--- config.mk ---
export PLATFORM = sky130hd
export DESIGN_NAME = seq_divider
export DESIGN_NICKNAME = d
export VERILOG_FILES = /design/src/rtl/div_pkg.sv /design/src/rtl/seq_divider_restore_step.sv /design/src/rtl/seq_divider.sv
export SDC_FILE = /design/constraint.sdc
export NUM_CORES = 1
export LEC_CHECK = 0
export ABC_AREA = 1
export CAP_MARGIN = 20
export CORE_MARGIN = 3
export CORE_UTILIZATION = 49
export CTS_CLUSTER_SIZE = 30
export DETAILED_ROUTE_END_ITERATION = 7
export PLACE_DENSITY_LB_ADDON = 0.12
export SYNTH_ARGS = -nofsm -noshare
export SYNTH_HDL_FRONTEND = slang
export SYNTH_SLANG_ARGS = --single-unit
--- constraint.sdc ---
create_clock -name Clk -period 1.85 [get_ports Clk]
set_clock_uncertainty 0.15 [all_clocks]
set_input_delay 0.2775 -clock Clk [delete_from_list [all_inputs] [get_ports Clk]]
set_output_delay 0.2775 -clock Clk [all_outputs]
set_load 0.02 [all_outputs]
--- src/rtl/div_pkg.sv ---
// Shared types and sizing helpers for the sequential restoring divider.
package div_pkg;

  typedef enum logic [1:0] {IDLE, RUN, DONE} div_state_t;

  localparam int DIV_W = 8;

  function automatic int cnt_width(input int width);
    return $clog2(width + 1);
  endfunction

endpackage

--- src/rtl/seq_divider_restore_step.sv ---
// One restoring-division iteration: shift in the next dividend bit, trial-subtract, select.
import div_pkg::*;

module restore_step #(
  parameter int WIDTH = DIV_W
) (
  input  logic [WIDTH-1:0] r,
  input  logic [WIDTH-1:0] q,
  input  logic [WIDTH-1:0] d,
  output logic [WIDTH-1:0] r_next,
  output logic [WIDTH-1:0] q_next
);

  logic [WIDTH:0] r_shift;
  logic [WIDTH:0] trial;

  always_comb begin
    r_shift = {r, q[WIDTH-1]};
    trial   = r_shift - {1'b0, d};
    // A clear borrow bit means the divisor fit: keep the difference and emit a 1.
    if (!trial[WIDTH]) begin
      r_next = trial[WIDTH-1:0];
      q_next = {q[WIDTH-2:0], 1'b1};
    end else begin
      r_next = r_shift[WIDTH-1:0];
      q_next = {q[WIDTH-2:0], 1'b0};
    end
  end

endmodule

--- src/rtl/seq_divider.sv ---
// Sequential unsigned restoring divider, one quotient bit per clock, Start/Busy/Done handshake.
// state | meaning
// IDLE  | waiting for Start
// RUN   | WIDTH restoring steps in progress
// DONE  | one-cycle result pulse; Start here begins the next operation
import div_pkg::*;

module seq_divider #(
  parameter int WIDTH = DIV_W
) (
  input  logic             Clk,
  input  logic             Reset_n,
  input  logic             Start,
  input  logic [WIDTH-1:0] Dividend,
  input  logic [WIDTH-1:0] Divisor,
  output logic             Busy,
  output logic             Done,
  output logic             DivZero,
  output logic [WIDTH-1:0] Quotient,
  output logic [WIDTH-1:0] Remainder
);

  localparam int CNT_W = cnt_width(WIDTH);

  div_state_t       state, state_next;
  logic [CNT_W-1:0] count;
  logic [WIDTH-1:0] r_reg, q_reg, d_reg;
  logic [WIDTH-1:0] r_next, q_next;
  logic             accept, div_by_zero, last_step;

  assign accept      = Start && ((state == IDLE) || (state == DONE));
  assign div_by_zero = (Divisor == '0);
  assign last_step   = (state == RUN) && (count == CNT_W'(WIDTH - 1));

  restore_step #(.WIDTH(WIDTH)) u_step (
    .r      (r_reg),
    .q      (q_reg),
    .d      (d_reg),
    .r_next (r_next),
    .q_next (q_next)
  );

  always_ff @(posedge Clk or negedge Reset_n) begin
    if (!Reset_n) state <= IDLE;
    else          state <= state_next;
  end

  always_comb begin
    state_next = state;
    case (state)
      IDLE, DONE: begin
        if (Start) state_next = div_by_zero ? DONE : RUN;
        else       state_next = IDLE;
      end
      RUN:     if (last_step) state_next = DONE;
      default: state_next = IDLE;
    endcase
  end

  always_comb begin
    Busy = (state == RUN);
    Done = (state == DONE);
  end

  // Result registers only move at completion or on a divide-by-zero accept, never mid-run.
  always_ff @(posedge Clk or negedge Reset_n) begin
    if (!Reset_n) begin
      r_reg     <= '0;
      q_reg     <= '0;
      d_reg     <= '0;
      count     <= '0;
      Quotient  <= '0;
      Remainder <= '0;
      DivZero   <= 1'b0;
    end else if (accept) begin
      d_reg <= Divisor;
      if (div_by_zero) begin
        Quotient  <= '1;
        Remainder <= Dividend;
        DivZero   <= 1'b1;
      end else begin
        r_reg   <= '0;
        q_reg   <= Dividend;
        count   <= '0;
        DivZero <= 1'b0;
      end
    end else if (state == RUN) begin
      r_reg <= r_next;
      q_reg <= q_next;
      count <= count + CNT_W'(1);
      if (last_step) begin
        Quotient  <= q_next;
        Remainder <= r_next;
      end
    end
  end

endmodule

Word-level counts from Yosys, hierarchy flattened
Index checks and enable logic that the tools add are counted.
- register bits: 47
- output and inout bits: 19
- logic and storage cells: 50
- add/sub/neg operators: 2
- eq/ne operators: 6
- mux-type cells: 24
- reduce and logical (&&, ||, !) cells: 10
- operator list (kind ; number):
    $mux W8 ; 15
    $mux W4 ; 3
    $sub A9 B8 Y9 ; 1
    $logic_not A8 Y1 ; 1
    $mux W2 ; 3
    $add A4 B1 Y4 const B ; 1
    $eq A4 B3 Y1 const B ; 1
    $ne A2 B1 Y1 const B ; 2
    $pmux W2 S2 ; 1
    $reduce_bool A2 Y1 ; 2
    $reduce_and A3 Y1 ; 1
    $eq A2 B1 Y1 const B ; 1
    $eq A2 B2 Y1 const B ; 1
    $logic_and A1 B1 Y1 ; 2
    $logic_not A2 Y1 ; 1
    $mux W1 ; 2
    $ne A2 B2 Y1 const B ; 1
    $reduce_and A2 Y1 ; 1
    $reduce_or A2 Y1 ; 1
    $logic_or A1 B1 Y1 ; 1

Longest topological paths before layout
Gate-level depths: netlist (run 1).
- depth after elaboration: 5
- mapped depth: 14

By module
Synthesis (run 1) repeated with hierarchy kept, for this count alone.
- cells, all modules: 380
- area total of the unflattened synthesis: 2817.7 µm²
- modules (own cells, without submodules) (module ; times used ; cells each ; area an instance (µm²) ; seq. area each (µm²)):
    seq_divider ; 1 ; 268 ; 2177.1 ; 1176.1
    restore_step ; 1 ; 112 ; 640.6 ; 0.0

Worst setup path after synthesis (run 1)
No wires, ideal clock.
- path type: register -> register
- start: reg q_reg[7]
- end: reg Remainder[7]
- data arrival time: 1.702 ns
- data required time: 1.587 ns
- setup slack: -0.114 ns
- stages on the path, launching flop included: 15
- buffers on the path: 0
- path through: dfrtp_1 -> inv_1 -> ha_1 -> inv_1 -> fa_1 -> nand2_1 -> nand2_2 -> nand3_2 -> nand2_2 -> nand2_2 -> nand2_4 -> nand3_2 -> nand3_1 -> nand2_1 -> inv_1
- cells in the longest elaborated chain, start to end: 5
- RTL lines (element ; RTL line ; RTL):
    start, declared ; seq_divider.sv:27 ; logic [WIDTH-1:0] r_reg, q_reg, d_reg;
    start signal, assigned ; seq_divider.sv:83 ; q_reg <= Dividend;
    start signal, assigned ; seq_divider.sv:89 ; q_reg <= q_next;
    $sub A9 B8 Y9 ; seq_divider_restore_step.sv:19 ; trial = r_shift - {1'b0, d};
    $mux W8 ; seq_divider_restore_step.sv:21 ; if (!trial[WIDTH]) begin
    $mux W8 ; seq_divider.sv:91 ; if (last_step) begin
    $mux W8 ; seq_divider.sv:87 ; end else if (state == RUN) begin
    $mux W8 ; seq_divider.sv:75 ; end else if (accept) begin
    end signal, assigned ; seq_divider.sv:79 ; Remainder <= Dividend;
    end signal, assigned ; seq_divider.sv:93 ; Remainder <= r_next;
    end, declared ; seq_divider.sv:20 ; output logic [WIDTH-1:0] Remainder
Every way passes these cells. The select of a mux whose other input is x is not followed.
A chain may end at the register's enable or synchronous reset.

Worst setup path after layout (run 1)
- start: reg q_reg[7]
- end: reg Remainder[0]
- cells in the longest elaborated chain, start to end: 5
- RTL lines (element ; RTL line):
    $sub A9 B8 Y9 ; seq_divider_restore_step.sv:19
    $mux W8 (*) ; seq_divider_restore_step.sv:21
    $mux W8 (*) ; seq_divider.sv:91
    $mux W8 (*) ; seq_divider.sv:87
    $mux W8 (*) ; seq_divider.sv:75
Mark *: on every way between the ends. The rest lies on a longest branch, timed or not. The select of a mux whose other input is x is not followed.

==> results_dict.tcl, run 1 <==
set metrics [dict create \
    maxSlewViolCount 0 \
    ir_worst_vdd_mv 0.957 \
    p_seq_frac 0.230 \
    wl_met2_um 3280 \
    tightest_slew_ps 507 \
    drt-met1-wl_um 3000 \
    cts-buffers-inserted 5 \
    cp_top_family "simple AND/OR/NAND/NOR gates" \
    pre_cts_ws_ps -196 \
    place_area_um2 3340 \
    place_inst 484 \
    vias_per_cell 4.99 \
    yosys-top-cells-count "nand2_1 (101), inv_1 (63), dfrtp_1 (47), nor2_1 (25), o21ai_0 (25)" \
    cts_tree "yes" \
    grt_max_degree 48 \
    worstReg2RegStart "q_reg[7]$_DFFE_PN0P_" \
    die_w_um 80.0 \
    grt_first_pass_wirelength_um 11100 \
    utilization 0.722 \
    yosysSeqAreaShare 0.438 \
    cts_max_level 2 \
    powerDensity_nw_per_um2 2060 \
    core_area_um2 5200 \
    hold_start "d_reg[5]$_DFFE_PN0P_" \
    synth_fp_nets 385 \
    worst_setup_path_end_kind "register" \
    setup.worst_path.start_class "register" \
    p_comb_frac 0.674 \
    grtUsageTotal 0.222 \
    dr.pass1.iters 5 \
    power_mw 7.73 \
    leakagePower_nw 1.96 \
    clk_latency_ps 310 \
    routed_wirelength_um 6710 \
    rsz0062_at_grt "yes" \
    cts_sinks 47 \
    synth_top_area_share 0.438 \
    final.setup.tns_ps -3350 \
    pin_count 38 \
    path_common_cell "nand2_8" \
    worstPathArrival_ps 2120 \
    area_growth_pct 40.2 \
    cts_root_buffer "clkbuf_8" \
    violations "setup timing" \
    avgSynthCellArea_um2 7.54 \
    cts_buffer_depth 2 \
    rr_endpoint "Remainder[0]$_DFFE_PN0P_" \
    routedWlPerCell_um 13.5 \
    hp-class "reg -> reg" \
    period_share 1.11 \
    dieArea_um2 6400 \
    gp_congestion 0.836 \
    fin_hold_ws_ps 337 \
    antenna_found_initial 0 \
    synth_cell_type_count 25 \
    std_cell_rows 26 \
    startpoint "q_reg[7]$_DFFE_PN0P_" \
    dr.max_layer_used "met4" \
    start_util 0.515 \
    setup_viol 18 \
    path_class "reg -> reg" \
    syn-cell-area_um2 2680 \
    clkTransAtPathRegs_ps 90 \
    synth_top_cell_by_area "dfrtp_1" \
    synth_edf_count 0 \
    netlist_instances 356 \
    hold_path_end "d_reg[5]$_DFFE_PN0P_" \
    drtAntennaViolNets 0 \
    drive_above_1_share 0.234 \
    finalWorstSetupSlack_ps -208 \
    stdcell_count 497 \
    antenna_cells 0 \
    ys.flop_type "dfrtp_1" \
    num-nets-final 456 \
    stdcell_area_um2 3760 \
    yosysMostFrequentCell "nand2_1" \
    final_hold_viol_count 0 \
    cp_max_fo 5 \
    overflow 0 \
    maxCapViolations 0 \
    critPathMaxStageDelay_ps 400 \
    met3WireLength_um 257 \
    synth_area_leaders "dfrtp_1 (44%), nand2_1 (14%), inv_1 (8.8%), o21ai_0 (4.7%), nand3_1 (4.5%)" \
    holdPathStages 2 \
    clkPwrFrac 0.096 \
    cp_cell_sequence "inv_2 -> ha_4 -> inv_2 -> fa_2 -> nand2_2 -> nand2_4 -> nand3_4 -> nand2_8 -> nand2_8 -> nand2_8 -> nand3_4 -> nand3_2 -> nand2_1 -> inv_1" \
    outcome "finished with violations" \
    worstPathRequired_ps 1910 \
    grt_pass1_vias 2430 \
    rr_worst_depth 14 \
    netSwitchingFraction 0.479 \
    p_int_mw 4.03 \
    io_buffers 37 \
    ys_seq_elements 47 \
    cp_num_buf_inv 3 \
    async_reset_ff_frac 1.00 \
    crit_path_top_delay_cell "dfrtp_1" \
    ys.warnings.count 0 \
    power_switching_mw 3.70 \
    dp_hpwl_um 4440 \
    relSlewSlack 0.662 \
    drtIter0Drc 217 \
    via_count 2479 \
    ff2ff_setup_slack_ps -210 \
    dieHeight_um 80.0 \
    drc 0 \
    fin_crit_ps 2060 \
    max_clock_freq_ghz 0.486 \
]
## worst min-delay path, stage by stage (launching register included)
cell	delay (ps)
dfrtp_1	350
nand2_1	50
o21ai_0	60
## how the worst max path moves through the flow
stage,to,depth (start not counted)
2_1_floorplan,Remainder[7]$_DFFE_PN0P_,14
3_3_place_gp,Remainder[7]$_DFFE_PN0P_,11
3_5_place_dp,Remainder[7]$_DFFE_PN0P_,11
4_1_cts,Remainder[7]$_DFFE_PN0P_,14
5_1_grt,Remainder[3]$_DFFE_PN0P_,14
6_report,Remainder[0]$_DFFE_PN0P_,14
## power by group through the flow
stage               Combinational, mW  Clock [mW]  Sequential (mW)
floorplan                        2.51           0             1.95
global placement                 4.02           0             1.76
detailed placement               4.08           0             1.77
CTS                              4.47       0.754             1.76
global route                     5.76       0.800             1.82
finish                           5.21       0.744             1.77
## cell usage in the layout, fill, tap and decap left out, types with 9 or more instances in the layout
| cell type | count |
|---|---|
| clkdlybuf4s50_1 | 34 |
| inv_1 | 61 |
| buf_4 | 30 |
| nand3_4 | 9 |
| dfrtp_1 | 47 |
| a21oi_1 | 9 |
| nand3_2 | 17 |
| nand2_1 | 97 |
| nor2_1 | 25 |
| o21ai_0 | 25 |
## metal layers
layer  GRT usage  vias up
met3      0.0418       19
li1            -     1240
met1       0.299     1156
met2       0.353       64
met5           0        -
met4      0.0845        0
## area by class of cell
type	count	area, um2
timing repair buffer	70	638
clock inverter	1	30.0
multi-input combinational	237	1510
tap	70	87.6
fill	406	1450
inverter	66	248
clock buffer	6	72.6
sequential	47	1180
## repair_timing
action | in CTS | in global routing
buffers inserted | 2 | 1
resized for setup | 21 | 28
endpoints found under the setup margin | 20 | 18
pin swaps | 13 | 15
hold buffers | 1 | 0
hold endpoints to repair | 47 | 0
gates cloned | 2 | 0
## logic make-up (layout without fill, tap and decap cells)
family	Yosys count	count (layout)	share of synthesized area
DFF	47	47	0.438
AOI/OAI and AO/OA	39	39	0.0765
buffers and inverters	74	143	0.109
and+or+nand+nor	182	184	0.314
adders and majority gates	10	10	0.0494
xor gates and xnor gates	4	4	0.0131
No activity file was read; power rests on OpenSTA's default activity.
==> inputs of run 2 (changes only) <==
Settings changed: PLACE_DENSITY from default to 0.76, PLACE_DENSITY_LB_ADDON 0.12 to default.
==> run 2 against run 1 <==
Effect of this change:
- the flow still finishes with violations (setup timing)
- cell count grew 0.20%
- flip-flop and latch count is the same
- die area is the same
- maximum frequency is essentially flat
- clock power shrank 19%
==> results_dict.tcl, run 2 (same netlist as run 1, synthesis figures left out) <==
set metrics [dict create \
    outcome "finished with violations" \
    violations "setup timing" \
    drtAntennaViolNets 0 \
    dieHeight_um 80.0 \
    ir_worst_vdd_mv 0.989 \
    worstReg2RegStart "q_reg[7]$_DFFE_PN0P_" \
    period_share 1.11 \
    area_growth_pct 34.2 \
    seqCellArea_um2 1180 \
    fin_crit_ps 2060 \
    cts_root_buffer "clkbuf_8" \
    cp_max_fo 5 \
    dr.max_layer_used "met4" \
    start_util 0.515 \
    drt-met1-wl_um 2680 \
    dr.pass1.iters 4 \
    grt_first_pass_wirelength_um 10700 \
    cts_sinks 47 \
    final_common_cell "nand2_1" \
    maxSlewViolCount 0 \
    maxCapViolations 0 \
    final_hold_viol_count 0 \
    cts_buffer_depth 2 \
    pre_cts_ws_ps -214 \
    std_cell_rows 26 \
    grtUsageTotal 0.214 \
    grt_max_degree 48 \
    overflow 0 \
    relSlewSlack 0.729 \
    multi_input_comb_area_um2 1350 \
    core_area_um2 5200 \
    max_clock_freq_ghz 0.486 \
    grt_pass1_vias 2469 \
    finalWorstSetupSlack_ps -209 \
    dieArea_um2 6400 \
    ff2ff_setup_slack_ps -210 \
    met3WireLength_um 289 \
    antenna_found_initial 0 \
    tightest_slew_ps 407 \
    rr_endpoint "Remainder[4]$_DFFE_PN0P_" \
    powerDensity_nw_per_um2 1920 \
    cts_tree "yes" \
    hp-class "in -> async" \
    power_mw 6.92 \
    cts_max_level 2 \
    clk_latency_ps 310 \
    mostFrequentLayoutCells "nand2_1 (100), inv_1 (61), dfrtp_1 (47)" \
    path_class "reg -> reg" \
    drtIter0Drc 207 \
    clkTransAtPathRegs_ps 90 \
    drc 0 \
    vias_per_cell 4.88 \
    wl_met2_um 3200 \
    worstPathArrival_ps 2120 \
    gp_congestion 0.828 \
    rr_worst_depth 14 \
    drive_above_1_share 0.215 \
    dp_hpwl_um 4480 \
    die_w_um 80.0 \
    setup.worst_path.start_class "register" \
    worstPathRequired_ps 1910 \
    utilization 0.692 \
    via_count 2432 \
    routedWlPerCell_um 12.6 \
    leakagePower_nw 1.95 \
    io_buffers 37 \
    cts-buffers-inserted 5 \
    pin_count 38 \
    rsz0062_at_grt "yes" \
    antenna_cells 0 \
    worst_setup_path_end_kind "register" \
    setup_viol 18 \
    num-nets-final 458 \
    routed_wirelength_um 6300 \
    fillers 428 \
]
run 2: cell count changes in the layout (fill, tap and decap cells not counted), moves of 2 or more:
cell	before	now
nand2_8	6	0
nand2_1	97	100
nand2_4	3	8
nand2_2	7	5
nand3_1	7	13
nand3_4	9	2
run 2: area by class of cell:
cell class	instances	share of cell area
multi-input combinational	237	0.374
sequential	47	0.327
timing repair buffer	72	0.185
inverter	66	0.0688
tap	70	0.0243
clock buffer	5	0.0191
clock inverter	1	0.00208
run 2: power breakdown:
| part | leakage [nW] | switching (mW) | internal, mW |
|---|---|---|---|
| logic | 1.35 | 2.66 | 1.88 |
| clock network | 0.0361 | 0.349 | 0.252 |
| registers | 0.569 | 0.276 | 1.50 |
run 2: per-layer routing:
| layer | global-route usage | vias up |
|---|---|---|
| li1 | - | 1240 |
| met1 | 0.262 | 1120 |
| met2 | 0.370 | 60 |
| met3 | 0.0429 | 12 |
| met4 | 0.0777 | 0 |
| met5 | 0 | - |
run 2: what timing repair did:
item,CTS,global route
gates resized for setup,24,1
gates cloned,2,0
setup endpoints to repair,20,18
buffers inserted,2,1
pin swaps,8,1
endpoints found under the hold margin,47,0
hold buffers,1,0
run 2: worst max-delay path by stage:
stage | from | end | slack (ps) | cells past startpoint
final | q_reg[7]$_DFFE_PN0P_ | Remainder[4]$_DFFE_PN0P_ | -210 | 14
after CTS | q_reg[7]$_DFFE_PN0P_ | Remainder[0]$_DFFE_PN0P_ | -170 | 14
after global routing | q_reg[7]$_DFFE_PN0P_ | Remainder[0]$_DFFE_PN0P_ | -320 | 14
after global placement | q_reg[7]$_DFFE_PN0P_ | Remainder[7]$_DFFE_PN0P_ | -130 | 13
after detailed placement | q_reg[7]$_DFFE_PN0P_ | Remainder[7]$_DFFE_PN0P_ | -210 | 13
after floorplan | q_reg[7]$_DFFE_PN0P_ | Remainder[7]$_DFFE_PN0P_ | -60 | 14
run 2: critical path, cell delays in order (launching register included):
cell	delay, ps
dfrtp_1	410
inv_2	90
ha_4	130
inv_2	30
fa_2	350
nand2_2	90
nand2_4	60
nand3_4	120
nand2_4	80
nand2_4	100
nand2_4	80
nand3_1	100
nand3_1	90
nand2_1	60
inv_1	30
run 2: metrics by stage:
step	hold slack (ps)	instances	cell area, um2	TNS (ps)
5_1_grt	349	498	3600	-5260
3_5_place_dp	133	486	3360	-4380
4_1_cts	339	497	3590	-2650
6_report	324	498	3600	-3250
2_1_floorplan	-168	356	2690	-794
3_3_place_gp	133	486	3360	-2750
==> inputs of run 3 (changes only) <==
Settings changed: CAP_MARGIN 20 to 25.
==> results of run 3 <==
No change in the layout: final DEF, timing and power equal those of run 2.
